<file path="src/rtl/pc_control_unit.sv">
// pc_control_unit: program counter plus instruction decoder and branch-target LUT.
//
// Ports:
//   clk          rising-edge clock
//   reset        asynchronous active-low reset (clears prog_ctr only)
//   mach_code    9-bit instruction word; op = mach_code[8:4], LUT index = mach_code[3:0]
//   branch_flag  registered ALU flag qualifying conditional branches
//   reljump_en   relative-jump request (prog_ctr + target)
//   prog_ctr     current program counter (registered)
//   target       LUT branch target, 16 * mach_code[3:0] (combinational)
//   absjump      taken absolute branch = BranchInst & branch_flag (combinational)
//   InstType     00 R-type, 01 I-type, 11 move-immediate
//   BranchInst, MemRead, MemWrite, ALUSrc, RegWrite, MemtoReg, ALUOp
//                datapath controls decoded combinationally from op
module pc_control_unit #(
    parameter int unsigned D = 12
) (
    input  logic         clk,
    input  logic         reset,
    input  logic [8:0]   mach_code,
    input  logic         branch_flag,
    input  logic         reljump_en,
    output logic [D-1:0] prog_ctr,
    output logic [D-1:0] target,
    output logic         absjump,
    output logic [1:0]   InstType,
    output logic         BranchInst,
    output logic         MemRead,
    output logic         MemWrite,
    output logic         ALUSrc,
    output logic         RegWrite,
    output logic         MemtoReg,
    output logic [3:0]   ALUOp
);

    localparam int unsigned OP_W  = 5;
    localparam int unsigned IDX_W = 4;

    localparam logic [OP_W-1:0] OP_LOAD   = 5'b01000;
    localparam logic [OP_W-1:0] OP_STORE  = 5'b01001;
    localparam logic [OP_W-1:0] OP_BRANCH = 5'b01010;

    logic [OP_W-1:0]  op;
    logic [IDX_W-1:0] lut_idx;
    logic [D-1:0]     pc_next;

    assign op      = mach_code[8:4];
    assign lut_idx = mach_code[3:0];

    // Instruction decoder; op[4:3] selects the instruction class.
    always_comb begin
        InstType   = 2'b00;
        BranchInst = 1'b0;
        MemRead    = 1'b0;
        MemWrite   = 1'b0;
        ALUSrc     = 1'b0;
        RegWrite   = 1'b0;
        MemtoReg   = 1'b0;
        ALUOp      = 4'b1111;

        unique case (op[4:3])
            2'b00: begin
                // R-type: low opcode bits pass straight through as the ALU function
                RegWrite = 1'b1;
                ALUSrc   = 1'b1;
                ALUOp    = {1'b0, op[2:0]};
            end
            2'b01: begin
                if (op == OP_LOAD) begin
                    MemRead  = 1'b1;
                    MemtoReg = 1'b1;
                    RegWrite = 1'b1;
                    ALUSrc   = 1'b1;
                    ALUOp    = 4'b1000;
                end else if (op == OP_STORE) begin
                    MemWrite = 1'b1;
                    ALUSrc   = 1'b1;
                    ALUOp    = 4'b1000;
                end else if (op == OP_BRANCH) begin
                    BranchInst = 1'b1;
                end
                // remaining 01xxx codes are reserved and decode as NOP
            end
            2'b10: begin
                // I-type: op[2:0] are register bits, not function bits
                InstType = 2'b01;
                RegWrite = 1'b1;
                ALUOp    = 4'b0000;
            end
            default: begin
                InstType = 2'b11;
                RegWrite = 1'b1;
            end
        endcase
    end

    // Branch-target LUT: entry n is 16*n.
    assign target = D'({lut_idx, 4'b0000});

    assign absjump = BranchInst & branch_flag;

    // Next PC; absolute jump has priority over relative jump. Sums wrap modulo 2^D.
    always_comb begin
        pc_next = prog_ctr + D'(1);
        if (absjump) begin
            pc_next = target;
        end else if (reljump_en) begin
            pc_next = prog_ctr + target;
        end
    end

    // Program counter register.
    always_ff @(posedge clk or negedge reset) begin
        if (!reset) begin
            prog_ctr <= '0;
        end else begin
            prog_ctr <= pc_next;
        end
    end

endmodule

</file>
<file path="config.mk">
export PLATFORM = sky130hd
export DESIGN_NAME = pc_control_unit
export DESIGN_NICKNAME = d
export VERILOG_FILES = /design/src/rtl/pc_control_unit.sv
export SDC_FILE = /design/constraint.sdc
export NUM_CORES = 1
export LEC_CHECK = 0
export BUFFER_PORTS_ARGS = -buffer_cell sky130_fd_sc_hd__buf_2
export CORE_ASPECT_RATIO = 1.1
export CORE_MARGIN = 2
export CORE_UTILIZATION = 40
export CTS_BUF_LIST = sky130_fd_sc_hd__clkbuf_2 sky130_fd_sc_hd__clkbuf_4 sky130_fd_sc_hd__clkbuf_8
export DETAILED_ROUTE_END_ITERATION = 8
export PLACE_DENSITY = 0.85
export SLEW_MARGIN = 10
export SYNTH_ARGS = -nofsm -noshare
export SYNTH_HDL_FRONTEND = slang
export SYNTH_SLANG_ARGS = --single-unit
export TNS_END_PERCENT = 1
</file>
<file path="constraint.sdc">
create_clock -name clk -period 1.6 [get_ports clk]
set_input_delay 0.16 -clock clk [delete_from_list [all_inputs] [get_ports clk]]
set_output_delay 0.16 -clock clk [all_outputs]
set_load 0.05 [all_outputs]
</file>
==> metrics.md <==
| Metric | Value |
|---|---|
| Reg area | 305 um^2 |
| DP HPWL | 1920 um |
| Levels on crit path | 8 |
| R2r startpoint | prog_ctr[4]$_DFF_PN0_ |
| Most frequent cells after synthesis | nor2_1, buf_4, dfrtp_1, nand2_1, o21ai_0 |
| VDD IR max | 1.23 mV |
| Startpoint class of the critical path | flop |
| Tightest Hold Check Type | in2reg |
| Share of cells above drive strength 1 | 46.6% |
| Clock Root Buffer | clkbuf_4 |
| Post-Place Cells | 204 |
| EDFF count, synth | 0 |
| Register area share after synthesis | 28.1% |
| Worst setup path start | prog_ctr[4]$_DFF_PN0_ |
| Synth Area in Simple Gates | 23.5% |
| DIE WIDTH | 53.3 um |
| Power per cell area | 1960 nW/um^2 |
| Worst reg2reg path depth | 8 |
| Antenna violations before repair | 0 |
| Fin crit share | 102% |
| Register bit total from synthesis | 12 |
| Cell-internal power | 1.28 mW |
| Final WL | 2490 um |
| Inserted Diodes | 0 |
| R2r endpoint | prog_ctr[10]$_DFF_PN0_ |
| Number of flip-flops in the largest register | 12 |
| Pins over their slew limit | 0 |
| Mean Syn Cell Area | 8.48 um^2 |
| Crit path largest cell delay | 0.39 ns |
| Post-route DRC violation count | 0 |
| Clock sinks | 12 |
| Footprint of the multi-input gates | 668 um^2 |
| Clock power frac | 8.8% |
| Static Leak | 0.715 nW |
| Reg with most FFs | prog_ctr |
| Non-filler cells, final | 209 |
| Final Hold Violating Endpoints | 0 |
| WL/cell | 11.9 um |
| Vias post-DR | 1018 |
| YS warnings | 0 |
| Worst setup path end | prog_ctr[10]$_DFF_PN0_ |
| Post-synth cell types | 36 |
| Largest net degree at the start of global routing | 16 |
| Primary FF master, synth | dfrtp_1 |
| Critical Path RT | 1.77 ns |
| P&R area growth vs syn | 32.7% |
| Adder-Cell Fraction of Synth Area | 7.73% |
| Cell count after synthesis | 126 |
| Cell taking the most area after synthesis | dfrtp_1 |
| Worst path bufs/invs | 1 |
| Switching share of power | 54.2% |
| First-pass GRT wire length | 4040 um |
| Logic gate share of total power | 69.3% |
| Max cap viols | 0 |
| Final setup violation count | 3 |
| Setup Skew | 0.000952 ns |
| DR iter-0 viols | 20 |
| Largest family of logic cells by synthesized area | simple AND/OR/NAND/NOR gates |
| Routability Congestion | 0.748 |
| Starting Density | 42.4% |
| Fraction of registers with async set or reset after synthesis | 100% |
| DR vias/cell | 4.87 |
| CP max FO | 2 |
| Final worst setup slack | -0.0287 ns |
| Complex-gate fraction of the synthesized area | 12.2% |
| Post-route ant nets | 0 |
| Nets | 198 |
| IO buf count | 41 |
| Post-synthesis xor/xnor area fraction | 9.84% |
| Cell Rows | 19 |
| Die H | 58.2 um |
| Synthesized area | 1070 um^2 |
| Status | finished with violations |
| Crit-path slowest cell | dfrtp_2 |
| CTS Buf Count | 3 |
| Failing checks | setup timing |
| Peak Freq | 614 MHz |
| Clock latency on the worst-skew pair | 0.27 ns |
| H-Tree Depth | 1 |
| Count leader, synth | nor2_1 |
| Unrepaired setup endpoints after global routing | yes |
| Fill cell count | 238 |
| I/O pin count | 50 |
| TritonCTS clock tree | done |
| Critical Path End Type | flop |
| Crit path max-delay family | adder cells |
| Crit path DAT | 1.80 ns |
| CTS Buffer Depth | 2 |
| Total negative slack | -0.0818 ns |
| Congestion Overflow GR | 0 |
| Crit-path cells | ha_4, inv_2, fa_2, nand2b_4, a21oi_4, o211ai_1, xor2_1, nor2_1 |
| DIE AREA | 3100 um^2 |
| Register-to-register setup slack | -0.03 ns |
| First-pass DRT Iterations | 4 |
| Shortest period the worst path allows | 1.63 ns |
| Top-area cell type share of the netlist area | 28.1% |
| Switching power | 1.51 mW |
| Vias in the first global route | 978 |
| Biggest regs | prog_ctr: 12 flops |
| Worst Path Class, Setup | reg2reg |
| Reg power frac | 21.9% |
| Core area | 2520 um^2 |
| Top cells by area, synth | dfrtp_1, buf_4, xor2_1 |
| Mux cell area share after synthesis | 1.87% |
| Clock transition at the registers of the reported paths | 0.08 ns |
| Gr usage total | 17.6% |
[repair_timing]
item / in CTS / in global routing
setup buffers: 0 / 0
hold buffers: 1 / 0
setup endpoints to repair: 3 / 5
gates resized for setup: 5 / 3
pin swaps: 1 / 1
endpoints found under the hold margin: 12 / 0
[cells by family after synthesis]
| group | Yosys count |
|---|---|
| other cells | 1 |
| xor+xnor | 12 |
| flops | 12 |
| buf+inv | 25 |
| compound gates | 23 |
| mux | 2 |
| simple gates | 45 |
| fa+ha+maj | 6 |
[area by class of cell]
cell class	instances	area share (%)
Clock buffer	4	2.56
Inverter	7	1.85
Multi-Input combinational cell	96	47.1
Sequential cell	12	21.5
Tap cell	31	2.74
Timing Repair Buffer	59	24.2
[cell usage in the layout, fill, tap and decap left out, types with 2 or more instances in the layout]
cell type | netlist | layout
buf_2 | 0 | 41
buf_4 | 14 | 17
nor2_1 | 15 | 15
nand2_1 | 12 | 12
o21ai_0 | 11 | 10
xor2_1 | 9 | 8
conb_1 | 1 | 8
dfrtp_1 | 12 | 8
inv_1 | 7 | 5
a21oi_1 | 7 | 5
nor3_1 | 4 | 4
ha_1 | 5 | 4
dfrtp_2 | 0 | 4
xnor2_1 | 3 | 3
clkbuf_4 | 0 | 3
inv_2 | 0 | 2
o21ai_2 | 1 | 2
nand3_1 | 2 | 2
mux2i_1 | 2 | 2
[worst min path at each step]
stage | cells past startpoint | endpoint | from | slack [ns]
after floorplan | 0 | prog_ctr[0]$_DFFE_PN0P_ | reset | -0.14
after global placement | 1 | prog_ctr[10]$_DFF_PN0_ | reset | 0.05
after detailed placement | 1 | prog_ctr[10]$_DFF_PN0_ | reset | 0.06
after CTS | 3 | prog_ctr[6]$_DFF_PN0_ | mach_code[2] | 0.13
after global routing | 3 | prog_ctr[6]$_DFF_PN0_ | mach_code[2] | 0.13
final | 3 | prog_ctr[6]$_DFF_PN0_ | mach_code[2] | 0.13
[per-layer routing]
metal	track usage, %	share of wire, %
met3	2.58	7.0
met1	19.7	39
met5	0	0
met4	6.59	1.5
met2	32.5	53
[power by group through the flow]
stage | Sequential (mW) | Clock [mW] | Combinational (mW)
after floorplan | 1.18 | 0 | 0.753
after global placement | 0.606 | 0 | 1.82
after detailed placement | 0.614 | 0 | 1.86
after CTS | 0.608 | 0.246 | 1.90
after global routing | 0.631 | 0.264 | 2.10
final | 0.609 | 0.244 | 1.93
[per-stage QoR]
| step | power [mW] | utilization, % | hold WS [ns] | setup slack, ns | instance area [um^2] |
|---|---|---|---|---|---|
| 2_1_floorplan | 1.93 | - | -0.136 | -0.242 | 1130 |
| 5_1_grt | 2.99 | 56.3 | 0.132 | -0.137 | 1420 |
| 4_1_cts | 2.75 | 55.8 | 0.127 | -0.0367 | 1410 |
| 3_5_place_dp | 2.47 | 53.5 | 0.0553 | -0.104 | 1350 |
| 6_report | 2.78 | 56.3 | 0.128 | -0.0287 | 1420 |
| 3_3_place_gp | 2.43 | 53.5 | 0.0515 | -0.0783 | 1350 |
[worst register-to-register path: stages (launching register included)]
cell,delay (ns)
dfrtp_2,0.39
ha_4,0.14
inv_2,0.03
fa_2,0.33
nand2b_4,0.16
a21oi_4,0.16
o211ai_1,0.11
xor2_1,0.15
nor2_1,0.05
(Power assumes the default switching activity.)
